$ cat src/rtl/muldiv_sequencer.sv
// Iterative multiply/divide sequencer for the integer pipeline: shift-add multiply,
// restoring divide, WIDTH iterations, results held in the HI/LO registers.
module muldiv_sequencer #(
    parameter int WIDTH = 32
) (
    input  logic             clk,
    input  logic             rst_n,
    input  logic             start,
    input  logic [5:0]       funct,
    input  logic [WIDTH-1:0] a,
    input  logic [WIDTH-1:0] b,
    input  logic             hi_lo_read,
    input  logic             flush,
    output logic             busy,
    output logic             stall,
    output logic             done,
    output logic             div_by_zero,
    output logic [WIDTH-1:0] hi,
    output logic [WIDTH-1:0] lo
);

    localparam int CW = $clog2(WIDTH + 1);

    localparam logic [5:0] F_MULT  = 6'h18;
    localparam logic [5:0] F_MULTU = 6'h19;
    localparam logic [5:0] F_DIV   = 6'h1A;
    localparam logic [5:0] F_DIVU  = 6'h1B;

    typedef enum logic [2:0] {
        S_IDLE,
        S_PREP,
        S_RUN,
        S_FIXUP,
        S_DONE
    } state_t;

    state_t state, state_next;

    logic                 is_div, is_signed;
    logic [WIDTH-1:0]     a_raw, b_raw;
    logic [WIDTH-1:0]     opa, opb;
    logic [2*WIDTH-1:0]   acc;
    logic [CW-1:0]        cnt;
    logic                 neg_lo, neg_hi;

    logic                 legal, accept;
    logic [WIDTH:0]       mul_sum, div_part, div_diff;
    logic                 q_bit;
    logic [WIDTH-1:0]     div_rem;
    logic [2*WIDTH-1:0]   prod_fix;
    logic [WIDTH-1:0]     quot_fix, rem_fix;
    logic                 zero_div;

    assign legal  = funct inside {F_MULT, F_MULTU, F_DIV, F_DIVU};
    assign accept = (state == S_IDLE || state == S_DONE) && start && legal && !flush;

    // State register
    // NOTE: every clocked process uses non-blocking assignments so all registers
    // update together from the values present before the edge.
    always_ff @(posedge clk or negedge rst_n) begin
        if (!rst_n) state <= S_IDLE;
        else        state <= state_next;
    end

    // Next-state logic; flush wins over everything, including a same-cycle start
    always_comb begin
        state_next = state;
        if (flush) begin
            state_next = S_IDLE;
        end else begin
            case (state)
                S_IDLE:  if (accept) state_next = S_PREP;
                S_PREP:  state_next = S_RUN;
                S_RUN:   if (cnt == CW'(1)) state_next = S_FIXUP;
                S_FIXUP: state_next = S_DONE;
                S_DONE:  state_next = accept ? S_PREP : S_IDLE;
                default: state_next = S_IDLE;
            endcase
        end
    end

    // Output decode
    always_comb begin
        busy  = (state == S_PREP) || (state == S_RUN) || (state == S_FIXUP);
        stall = busy && (start || hi_lo_read);
    end

    // One iteration of each algorithm; opb feeds multiplier bits LSB-first,
    // opa feeds dividend bits MSB-first into the partial remainder.
    always_comb begin
        mul_sum  = {1'b0, acc[2*WIDTH-1:WIDTH]} + (opb[0] ? {1'b0, opa} : '0);
        div_part = {acc[2*WIDTH-1:WIDTH], opa[WIDTH-1]};
        div_diff = div_part - {1'b0, opb};
        q_bit    = ~div_diff[WIDTH];
        div_rem  = q_bit ? div_diff[WIDTH-1:0] : div_part[WIDTH-1:0];
    end

    always_comb begin
        prod_fix = neg_lo ? -acc : acc;
        quot_fix = neg_lo ? -acc[WIDTH-1:0] : acc[WIDTH-1:0];
        rem_fix  = neg_hi ? -acc[2*WIDTH-1:WIDTH] : acc[2*WIDTH-1:WIDTH];
        zero_div = is_div && (b_raw == '0);
    end

    // Datapath and registered outputs
    // NOTE: all datapath state is in the async reset, not just the control bits,
    // so HI/LO and the accumulator read as zero immediately after any reset.
    always_ff @(posedge clk or negedge rst_n) begin
        if (!rst_n) begin
            is_div      <= 1'b0;
            is_signed   <= 1'b0;
            a_raw       <= '0;
            b_raw       <= '0;
            opa         <= '0;
            opb         <= '0;
            acc         <= '0;
            cnt         <= '0;
            neg_lo      <= 1'b0;
            neg_hi      <= 1'b0;
            hi          <= '0;
            lo          <= '0;
            done        <= 1'b0;
            div_by_zero <= 1'b0;
        end else begin
            done        <= 1'b0;
            div_by_zero <= 1'b0;
            if (accept) begin
                is_div    <= funct[1];
                is_signed <= ~funct[0];
                a_raw     <= a;
                b_raw     <= b;
            end
            case (state)
                S_PREP: begin
                    opa    <= (is_signed && a_raw[WIDTH-1]) ? -a_raw : a_raw;
                    opb    <= (is_signed && b_raw[WIDTH-1]) ? -b_raw : b_raw;
                    neg_lo <= is_signed && (a_raw[WIDTH-1] ^ b_raw[WIDTH-1]);
                    neg_hi <= is_signed && a_raw[WIDTH-1];
                    acc    <= '0;
                    cnt    <= CW'(WIDTH);
                end
                S_RUN: begin
                    cnt <= cnt - CW'(1);
                    if (is_div) begin
                        acc <= {div_rem, acc[WIDTH-2:0], q_bit};
                        opa <= opa << 1;
                    end else begin
                        acc <= {mul_sum, acc[WIDTH-1:1]};
                        opb <= opb >> 1;
                    end
                end
                S_FIXUP: begin
                    if (!flush) begin
                        done        <= 1'b1;
                        div_by_zero <= zero_div;
                        if (!is_div) begin
                            hi <= prod_fix[2*WIDTH-1:WIDTH];
                            lo <= prod_fix[WIDTH-1:0];
                        end else if (zero_div) begin
                            // Divide by zero reports all-ones quotient and the untouched dividend
                            hi <= a_raw;
                            lo <= '1;
                        end else begin
                            hi <= rem_fix;
                            lo <= quot_fix;
                        end
                    end
                end
                default: ;
            endcase
        end
    end

endmodule
$ cat config.mk
export PLATFORM = sky130hd
export DESIGN_NAME = muldiv_sequencer
export DESIGN_NICKNAME = d
export VERILOG_FILES = /design/src/rtl/muldiv_sequencer.sv
export SDC_FILE = /design/constraint.sdc
export NUM_CORES = 1
export LEC_CHECK = 0
export ABC_CLOCK_PERIOD_IN_PS = 4000
export CAP_MARGIN = 20
export CORE_AREA = 2 2 196 198
export CTS_CLUSTER_SIZE = 30
export DETAILED_ROUTE_END_ITERATION = 10
export DIE_AREA = 0 0 198 200
export PLACE_DENSITY = 0.69
export SLEW_MARGIN = 25
export SYNTH_ARGS = -nofsm -noshare
export SYNTH_HDL_FRONTEND = slang
export SYNTH_SLANG_ARGS = --single-unit
export TNS_END_PERCENT = 50
$ cat constraint.sdc
create_clock -name clk -period 4 [get_ports clk]
set_clock_uncertainty 0.05 [all_clocks]
set_input_delay 0.4 -clock clk [delete_from_list [all_inputs] [get_ports clk]]
set_output_delay 0.4 -clock clk [all_outputs]
set_load 0.01 [all_outputs]
==> metrics, run 1 <==
post-synthesis mux area share=6.94%; Final min period=3570 ps; Root Driver=clkbuf_16; hpwl dp=36900 um; HP Class=input pin to flip-flop; Sw Share=43.5%; Sequential Power Share=27.4%; vias per inst=5.86; clock share of power=19.8%; drt wl/cell=18.2 um; Pwr Total=14400 uW; number of synthesized flops with an enable pin=0; ys async rst share=100%; Post-synth top cells=dfrtp_1, nand2_1, o21ai_0; syn avg cell area=8.45 um2; max-slew violations=0; Clock Latency Late Sink=600 ps; top cell family by delay on the critical path=simple AND/OR/NAND/NOR gates; Final Cycle Share=89.2%; total core area=0.0374 mm2; initial antenna violation count=0; GR Util All Layers=26.0%; Startpoint Class=flip-flop; final setup TNS=0 ps; combinational fraction of design power=52.7%; row count=71; Synth Cell Area=0.0185 mm2; DRC errors left=0; Post-CTS Setup Inserts=0; DIE AREA=0.0396 mm2; Layout Area Growth over Synthesis=15.8%; post-cts sizing count=0; cells along the critical path=or4_1 > nor3b_2 > and3_1 > nand2_4 > or4_4 > nand2_1 > o22a_1; share of post-route cells with drive strength above 1=8.06%; top cells by area, synth=dfrtp_1, o21ai_0, nand2_1, a21oi_1, xor2_1; DRT Wirelength=51200 um; register area share after synthesis=36.6%; Synth Area in Adders=5.01%; Final #Nets=2419; Clock Sinks=271; Yosys top cell area share=36.6%; max-cap violation count=0; initial DRC count=1317; Die Y=200 um; register bit total from synthesis=271; Post-Synth XOR/XNOR Area=8.97%; Buffers on Ports=142; hold_buf cts=1; TritonCTS clock tree=built; largest family of logic cells by synthesized area=compound AO/OA/AOI/OAI gates; # setup viols final=0; run status=finished clean; pwr dens=670 mW/mm2; Syn Nets=2342; CP max-delay cell=or4_4; initial core utilization=49.6%; most frequent cell after synthesis=dfrtp_1; Initial DRT Pass Iterations=5; final hold vios=0; Slew @ Worst Pin=1000 ps; Num CTS Buffers=31; Mapped Cells=2194; number of routed nets with antenna violations=0; Pint=8140 uW; RSZ-0062 raised after global routing=no; Max FO, Critical Path=86; Peak Freq=280 MHz; Setup crit end kind=flip-flop; Ys Warns=0; critical path's largest stage delay=880 ps; number of global-route vias before repair=16260; Max IR drop VDD=0.000587 V; largest net degree at the start of global routing=108; slew margin rel.=33.0%; DR vias=16447; simple-gate share of the synthesized area=17.2%; gpl congestion=0.900; # IOs=143; Lkg Pwr=0.00954 uW; post-synth top area cell=dfrtp_1; CP Buf/Inv Count=0; H-Tree Depth=1; Net Sw Power=6260 uW; post-synthesis compound-gate area fraction=20.7%; global-route wire length before repair=83200 um; Die X=198 um; count of different cell masters after synthesis=78; top_reg_cell synth=dfrtp_1; Worst EP required=4460 ps; gr ovfl total=0; critical path data arrival time=4030 ps; CTS clk-pin slew, worst paths=60 ps; Worst Setup Path Type=flip-flop to flip-flop; CTS max path bufs=3
tightest hold or removal path, cell delays in order:
cell and delay [ps]:
clkdlybuf4s50_1 390, nand2_1 50, o21ai_0 60
layout by cell type, fill, tap and decap left out, types with 10 or more instances in the layout:
master           instances
dfrtp_1                269
nand2_1                264
o21ai_0                233
a21oi_1                182
nor2_1                 160
clkdlybuf4s50_1        141
xor2_1                 104
xnor2_1                 85
ha_1                    71
inv_1                   68
mux2i_1                 61
mux2_2                  60
buf_4                   43
a31oi_1                 39
and2_1                  35
nor3_1                  35
nand3_1                 33
clkbuf_16               31
o31ai_1                 26
or3_1                   25
a21o_1                  25
o21ai_1                 23
nand2b_1                20
o221ai_1                15
or4_1                   14
nor4_1                  14
a22oi_1                 14
a211oi_1                14
o21a_1                  12
nor2b_1                 12
o41ai_1                 12
o22a_1                  12
and3_1                  11
nand4_1                 10
o21bai_1                10
stage by stage:
stage | utilization [%] | area, um2 | worst slack [ps] | hold slack, ps | cells
3_3_place_gp | 54.7 | 20500 | 548 | 420 | 2748
2_1_floorplan | - | 18500 | 750 | 54.4 | 2194
3_5_place_dp | 54.7 | 20500 | 479 | 423 | 2748
6_report | 57.4 | 21500 | 433 | 309 | 2807
5_1_grt | 57.4 | 21500 | 191 | 339 | 2806
4_1_cts | 57.4 | 21500 | 461 | 280 | 2806
worst paths after layout:
kind / start / to / slack [ps] / cells after the start
setup / recovery: b_raw[2] / lo[26] / 430 / 7
hold / removal: a[1] / a_raw[1] / 310 / 3
setup reg to reg: b_raw[2] / lo[26] / 430 / 7
hold reg to reg: hi[9] / hi[9] / 430 / 2
max in group asynchronous: rst_n / opb[3] / 2540 / 3
min in group asynchronous: rst_n / cnt[2] / 380 / 2
cell type report:
| type | count | area [um2] |
|---|---|---|
| Antenna cell | 1 | 2.50 |
| Clock buffer | 46 | 892 |
| Clock inverter | 11 | 120 |
| Fill cell | 3393 | 15900 |
| Inverter | 70 | 263 |
| Multi-Input combinational cell | 1707 | 10900 |
| Sequential cell | 271 | 6780 |
| Tap cell | 511 | 639 |
| Timing Repair Buffer | 190 | 1840 |
routing by layer:
metal	wire length, um	part of all wire (%)	up-vias	GRT usage [%]
met4	1120	2.2	0	7.13
met2	25700	50	446	47.1
met1	21900	43	7988	33.0
met5	0	0	-	0
li1	-	-	7933	-
met3	2480	4.8	80	2.60
flip-flops by register name, summed over array words and instances (netlist names):
| name | cells |
|---|---|
| cnt | 6 |
| opb | 32 |
| hi | 32 |
| state | 3 |
| a_raw | 32 |
| is_signed | 1 |
| opa | 32 |
| neg_lo | 1 |
| div_by_zero | 1 |
| acc | 64 |
| done | 1 |
| is_div | 1 |
| lo | 32 |
| neg_hi | 1 |
| b_raw | 32 |
power groups by stage:
stage                     registers (uW)  clock network, uW  logic, uW
after CTS                           3940               2920       7540
after global routing                4010               3020       8470
final                               3950               2860       7590
after global placement              3970                  0       7380
after floorplan                     3670                  0       5770
after detailed placement            3980                  0       7480
kinds of logic after synthesis:
logic type                 Yosys count
DFF                                271
adders and majority gates           73
AOI/OAI and AO/OA                  651
buffers and inverters              216
and+or+nand+nor                    672
xor gates and xnor gates           190
muxes                              121
No activity file was read; power rests on OpenSTA's default activity.
==> run 2, diff against run 1 <==
Settings changed: CAP_MARGIN 20 to unset.
==> results of run 2 <==
No change in the layout: final DEF, timing and power equal those of run 1.
